==> config.mk <==
export PLATFORM = sky130hd
export DESIGN_NAME = std_alu_arbiter
export DESIGN_NICKNAME = d
export VERILOG_FILES = /design/src/rtl/std_alu_arb_pkg.sv /design/src/rtl/std_alu_arbiter_rr_pick.sv /design/src/rtl/std_alu_arbiter.sv
export SDC_FILE = /design/constraint.sdc
export NUM_CORES = 2
export LEC_CHECK = 0
export CAP_MARGIN = 10
export CORE_UTILIZATION = 45
export DETAILED_ROUTE_END_ITERATION = 6
export DONT_BUFFER_PORTS = 1
export SYNTH_ARGS = -nofsm -noshare
export SYNTH_HDL_FRONTEND = slang
export SYNTH_SLANG_ARGS = --single-unit
==> constraint.sdc <==
create_clock -name clk -period 12.7 [get_ports clk]
set_input_delay 1.27 -clock clk [delete_from_list [all_inputs] [get_ports clk]]
set_output_delay 1.27 -clock clk [all_outputs]
set_load 0.02 [all_outputs]
==> src/rtl/std_alu_arb_pkg.sv <==
// Shared types and sizing helpers for the std_alu_arbiter slice.
//   op_e    : requester opcode encoding
//   state_e : sequencer state encoding
//   cnt_width(): width of the BUSY-cycle down-counter for a given mul latency
package std_alu_arb_pkg;

  typedef enum logic [1:0] {
    OP_ADD = 2'd0,
    OP_SUB = 2'd1,
    OP_MUL = 2'd2,
    OP_LT  = 2'd3
  } op_e;

  typedef enum logic [1:0] {
    ST_IDLE = 2'd0,
    ST_BUSY = 2'd1,
    ST_DONE = 2'd2
  } state_e;

  localparam int unsigned MUL_CYCLES_DEFAULT = 3;
  localparam int unsigned CNT_W_DEFAULT      = $clog2(MUL_CYCLES_DEFAULT + 1);

  // Counter must hold MUL_CYCLES-1; sized as clog2(MUL_CYCLES+1) for headroom.
  function automatic int unsigned cnt_width(input int unsigned mul_cycles);
    return $clog2(mul_cycles + 1);
  endfunction

endpackage

==> src/rtl/std_alu_arbiter_rr_pick.sv <==
// Combinational round-robin picker.
//   req   : request vector
//   ptr   : index with highest priority this cycle
//   gnt_c : one-hot grant of the first asserted request at or after ptr (wrapping)
//   idx_c : index of gnt_c
//   any_c : at least one request asserted
module std_rr_pick #(
  parameter  int unsigned NUM_REQ = 4,
  localparam int unsigned IDX_W   = $clog2(NUM_REQ)
) (
  input  logic [NUM_REQ-1:0] req,
  input  logic [IDX_W-1:0]   ptr,
  output logic [NUM_REQ-1:0] gnt_c,
  output logic [IDX_W-1:0]   idx_c,
  output logic               any_c
);

  // Scan NUM_REQ slots starting at ptr; first hit wins.
  always_comb begin
    logic [IDX_W-1:0] k;
    gnt_c = '0;
    idx_c = '0;
    any_c = 1'b0;
    k     = '0;
    for (int unsigned i = 0; i < NUM_REQ; i++) begin
      k = IDX_W'((32'(ptr) + i) % NUM_REQ);
      if (!any_c && req[k]) begin
        any_c    = 1'b1;
        idx_c    = k;
        gnt_c[k] = 1'b1;
      end
    end
  end

endmodule

==> src/rtl/std_alu_arbiter.sv <==
// Round-robin arbiter/sequencer sharing one add/sub/mul/lt datapath between
// NUM_REQ requesters.
//   clk, reset        : clock, async active-high reset
//   valid             : global enable for new grants
//   req_valid/op/left/right : per-requester request, opcode and operands (packed)
//   grant             : one-hot owner during BUSY and DONE
//   resp_valid        : one-hot one-cycle completion pulse (DONE)
//   resp_out          : registered result, held until next completion
//   resp_out_read_out : high whenever resp_valid is non-zero
//   ready             : high while IDLE
module std_alu_arbiter
  import std_alu_arb_pkg::*;
#(
  parameter int unsigned WIDTH      = 32,
  parameter int unsigned NUM_REQ    = 4,
  parameter int unsigned MUL_CYCLES = 3
) (
  input  logic                     clk,
  input  logic                     reset,
  input  logic                     valid,
  input  logic [NUM_REQ-1:0]       req_valid,
  input  logic [2*NUM_REQ-1:0]     req_op,
  input  logic [WIDTH*NUM_REQ-1:0] req_left,
  input  logic [WIDTH*NUM_REQ-1:0] req_right,
  output logic [NUM_REQ-1:0]       grant,
  output logic [NUM_REQ-1:0]       resp_valid,
  output logic [WIDTH-1:0]         resp_out,
  output logic                     resp_out_read_out,
  output logic                     ready
);

  localparam int unsigned IDX_W = $clog2(NUM_REQ);
  localparam int unsigned CNT_W = cnt_width(MUL_CYCLES);

  state_e               state_q, state_d;
  logic [IDX_W-1:0]     ptr_q, ptr_d;
  logic [IDX_W-1:0]     gidx_q, gidx_d;
  logic [NUM_REQ-1:0]   grant_q, grant_d;
  op_e                  op_q, op_d;
  logic [WIDTH-1:0]     left_q, left_d;
  logic [WIDTH-1:0]     right_q, right_d;
  logic [CNT_W-1:0]     cnt_q, cnt_d;
  logic [NUM_REQ-1:0]   resp_valid_q, resp_valid_d;
  logic [WIDTH-1:0]     resp_out_q, resp_out_d;
  logic                 rd_out_q, rd_out_d;
  logic                 ready_q, ready_d;

  logic [NUM_REQ-1:0]   pick_req_c;
  logic [NUM_REQ-1:0]   pick_gnt_c;
  logic [IDX_W-1:0]     pick_idx_c;
  logic                 pick_any_c;
  logic [1:0]           sel_op_c;
  logic [WIDTH-1:0]     sel_left_c;
  logic [WIDTH-1:0]     sel_right_c;
  logic [WIDTH-1:0]     alu_c;

  // valid gates new grants only; in-flight work is unaffected.
  assign pick_req_c = req_valid & {NUM_REQ{valid}};

  std_rr_pick #(.NUM_REQ(NUM_REQ)) u_pick (
    .req   (pick_req_c),
    .ptr   (ptr_q),
    .gnt_c (pick_gnt_c),
    .idx_c (pick_idx_c),
    .any_c (pick_any_c)
  );

  // Mux out the picked requester's opcode and operands.
  always_comb begin
    sel_op_c    = '0;
    sel_left_c  = '0;
    sel_right_c = '0;
    for (int unsigned i = 0; i < NUM_REQ; i++) begin
      if (pick_idx_c == IDX_W'(i)) begin
        sel_op_c    = req_op[2*i +: 2];
        sel_left_c  = req_left[WIDTH*i +: WIDTH];
        sel_right_c = req_right[WIDTH*i +: WIDTH];
      end
    end
  end

  // Shared datapath, fed only from the latched operands.
  always_comb begin
    alu_c = '0;
    case (op_q)
      OP_ADD:  alu_c = left_q + right_q;
      OP_SUB:  alu_c = left_q - right_q;
      OP_MUL:  alu_c = left_q * right_q;
      OP_LT:   alu_c = {{(WIDTH-1){1'b0}}, (left_q < right_q)};
      default: alu_c = '0;
    endcase
  end

  // Sequencer next-state and registered-output logic.
  always_comb begin
    state_d      = state_q;
    ptr_d        = ptr_q;
    gidx_d       = gidx_q;
    grant_d      = grant_q;
    op_d         = op_q;
    left_d       = left_q;
    right_d      = right_q;
    cnt_d        = cnt_q;
    resp_valid_d = '0;
    resp_out_d   = resp_out_q;
    rd_out_d     = 1'b0;
    ready_d      = ready_q;

    case (state_q)
      ST_IDLE: begin
        if (pick_any_c) begin
          gidx_d  = pick_idx_c;
          grant_d = pick_gnt_c;
          op_d    = op_e'(sel_op_c);
          left_d  = sel_left_c;
          right_d = sel_right_c;
          cnt_d   = (op_e'(sel_op_c) == OP_MUL) ? CNT_W'(MUL_CYCLES - 1) : '0;
          ready_d = 1'b0;
          state_d = ST_BUSY;
        end
      end
      ST_BUSY: begin
        if (cnt_q == '0) begin
          resp_out_d   = alu_c;
          resp_valid_d = grant_q;
          rd_out_d     = 1'b1;
          state_d      = ST_DONE;
        end else begin
          cnt_d = cnt_q - CNT_W'(1);
        end
      end
      ST_DONE: begin
        // Served requester drops to lowest priority.
        ptr_d   = (gidx_q == IDX_W'(NUM_REQ - 1)) ? '0 : gidx_q + IDX_W'(1);
        grant_d = '0;
        ready_d = 1'b1;
        state_d = ST_IDLE;
      end
      default: begin
        grant_d = '0;
        ready_d = 1'b1;
        state_d = ST_IDLE;
      end
    endcase
  end

  always_ff @(posedge clk or posedge reset) begin
    if (reset) begin
      state_q      <= ST_IDLE;
      ptr_q        <= '0;
      gidx_q       <= '0;
      grant_q      <= '0;
      op_q         <= OP_ADD;
      left_q       <= '0;
      right_q      <= '0;
      cnt_q        <= '0;
      resp_valid_q <= '0;
      resp_out_q   <= '0;
      rd_out_q     <= 1'b0;
      ready_q      <= 1'b1;
    end else begin
      state_q      <= state_d;
      ptr_q        <= ptr_d;
      gidx_q       <= gidx_d;
      grant_q      <= grant_d;
      op_q         <= op_d;
      left_q       <= left_d;
      right_q      <= right_d;
      cnt_q        <= cnt_d;
      resp_valid_q <= resp_valid_d;
      resp_out_q   <= resp_out_d;
      rd_out_q     <= rd_out_d;
      ready_q      <= ready_d;
    end
  end

  assign grant             = grant_q;
  assign resp_valid        = resp_valid_q;
  assign resp_out          = resp_out_q;
  assign resp_out_read_out = rd_out_q;
  assign ready             = ready_q;

endmodule

==> results.yml <==
clock_network:
  clock_path_buffers: 2
  ctsHoldBuffers: 0
  cts.sinks: 116
  cts_root_buffer: "clkbuf_16"
  insertion_delay_ns: 0.48
  postCtsResizedCells: 0
  cts_inserted_buffers: 17
  clk_pin_slew_ns: 0.07
  cts_tree: "yes"
  htreeDepth: 4
  postCtsSetupBuffers: 0
final_layout:
  drive_gt1_share_pct: 3.69
  most-common-layout-cells: "nand2_1, inv_1, fa_1"
  fillCellCount: 5591
  fin_util_pct: 48.1
  fin_nets: 3903
  synthToLayoutAreaGrowth_pct: 4.78
  final_common_cell: "nand2_1"
synthesis:
  synthCells: 3144
  syn_avg_cell_area_um2: 8.13
  syn_area_um2: 25600
  syn-num-nets: 4021
  ys_ff_latch: 116
  ys_warn_count: 0
  ys.flop_type: "dfrtp_1"
  synth_edf_count: 0
  async_reset_ff_share_pct: 100
  ys_types: 75
  yosysSeqAreaShare_pct: 11.4
setup_path:
  crit_family: "adder cells"
  cp_num_buf_inv: 4
  reg2reg_to: "resp_out[28]"
  cp.arrival_ns: 8.44
  r2r_cells: 23
  max_stage_delay_ns: 1.17
  cp_cell_sequence: "ha_1 -> clkinv_1 -> fa_1 -> inv_1 -> fa_1 -> fa_1 -> inv_1 -> fa_1 -> inv_1 -> fa_1 -> fa_1 -> fa_1 -> fa_1 -> ha_1 -> a21o_1 -> a21o_1 -> a221oi_1 -> and3_1 -> a21oi_1 -> a21o_1 -> a211o_1 -> a31oi_1 -> a21oi_1"
  cp-start-kind: "register"
  regToRegSetupSlack_ns: 4.60
  r2r_start: "right_q[9]"
  critPathMaxFanout: 22
  worst_setup_path_end_kind: "register"
  worst-setup-path-type: "reg -> reg"
  required_ns: 13.04
  cp_slowest_cell: "dfrtp_1"
  crit_top_cell: "fa_1"
sta:
  max_freq_mhz: 124
  slew_headroom_pct: 17.1
  period_minus_slack_ns: 8.10
  finalSetupViolCount: 0
  hold_viol: 0
  timing.clock.skew_ns: 0.0169
  tightest_slew_ns: 1.24
  rsz0062_at_grt: "false"
  setup_tns_ns: 0
  finalCritPeriodShare_pct: 63.7
  slew_violations: 0
placement:
  hpwl_um: 76400
  gp_congestion: 0.964
  port_buffers: 0
floorplanning:
  fp.dieW_um: 240
  core_area_um2: 55600
  die_h_um: 240
  initial_core_util_pct: 45.9
  fp.dieArea_um2: 57800
  io_pins: 313
  rows: 86
detailed_routing:
  drtPass1Iterations: 6
  dr_total_vias: 21600
  drt_iter0_markers: 1699
  vias_per_cell: 5.71
  wl_per_cell_um: 25.7
  drc: 0
  antenna_left: 0
  routed_wirelength_um: 97200
global_route:
  antenna_found_initial: 3
  grt_overflow: 0
  grt_start_max_net_pins: 85
  gr-usage-all-layers_pct: 35.0
  grt_pass1_vias: 22900
  grt_first_pass_wirelength_um: 145000
min_path:
  min_path_type: "reg -> reg"
  hold_path_end: "left_q[14]"
  hold_path_depth: 2
  hp-start: "left_q[14]"
job:
  drv_cap: 0
status:
  status: "completed"
## through the flow
| stage | instances | hold WS (ns) | instance area [um^2] | setup WS (ns) |
|---|---|---|---|---|
| floorplan | 3144 | 0.460 | 25600 | 5.68 |
| global placement | 3755 | 0.463 | 26200 | 4.84 |
| detailed placement | 3755 | 0.472 | 26200 | 4.73 |
| CTS | 3787 | 0.487 | 26800 | 4.71 |
| global route | 3788 | 0.525 | 26800 | 4.34 |
| finish | 3788 | 0.489 | 26800 | 4.60 |
## synth_stat cells (63+ instances only)
cell type  instances  area (um^2)
nor2_1           126          473
xnor2_1           83          727
o21ai_1           63          315
a21oi_1           71          355
inv_1            449         1690
nand3_1          208         1040
clkbuf_1         155          582
ha_1             196         2450
dfrtp_1          115         2880
nand2_1          597         2240
and2_1           259         1620
fa_1             410         8210
## registers in the layout, summed over array words and instances (netlist names)
name               cells
right_q               32
grant                  4
resp_out_read_out      1
gidx_q                 2
resp_valid             4
ptr_q                  2
left_q                32
op_q                   2
resp_out              32
ready                  1
state_q                2
cnt_q                  2
## cells by family after synthesis
kind of cell	Yosys count	share of synthesized area, %
AND/OR/NAND/NOR	1274	23.1
buffers and inverters	643	9.60
adder cells (fa/ha/maj)	606	41.7
AO/OA/AOI/OAI	382	9.95
flip-flops	116	11.4
XOR/XNOR	109	3.74
multiplexers	14	0.573
## area by class of cell
class / instances / area, um^2 / share of cell area (%)
well taps: 748 / 936 / 3.49
clock inverters: 15 / 185 / 0.692
inverters: 459 / 1730 / 6.45
clock buffers: 17 / 425 / 1.59
flip-flops and latches: 116 / 2910 / 10.9
diodes: 1 / 2.50 / 0.00934
multi-input cells: 2385 / 20200 / 75.6
repair buffers: 47 / 353 / 1.32
## worst max path at each step
stage | startpoint | to | slack [ns] | cells past startpoint
after global routing | right_q[9] | resp_out[30] | 4.34 | 23
after global placement | right_q[9] | resp_out[28] | 4.84 | 23
after detailed placement | right_q[9] | resp_out[28] | 4.73 | 23
final | right_q[9] | resp_out[28] | 4.60 | 23
after CTS | right_q[9] | resp_out[28] | 4.71 | 23
after floorplan | left_q[13] | resp_out[28] | 5.68 | 23
## worst reg2reg max path: cells and delay by family, from the launching register on
kind / cells / cell delay (ns)
compound gates: 8 / 1.67
buf+inv: 4 / 0.37
flops: 1 / 1.17
fa+ha+maj: 10 / 4.50
simple gates: 1 / 0.27
## per-layer routing
layer / routed length [um] / GRT usage, % / up-vias
met5: 0 / 0 / -
met1: 39500 / 44.5 / 10800
met3: 6600 / 5.20 / 216
met4: 5840 / 19.2 / 0
li1: - / - / 9633
met2: 45200 / 57.2 / 987
Power is left out: the tool's default activity adds up to more than one toggle a clock period on the data nets, which glitch-free logic cannot reach.
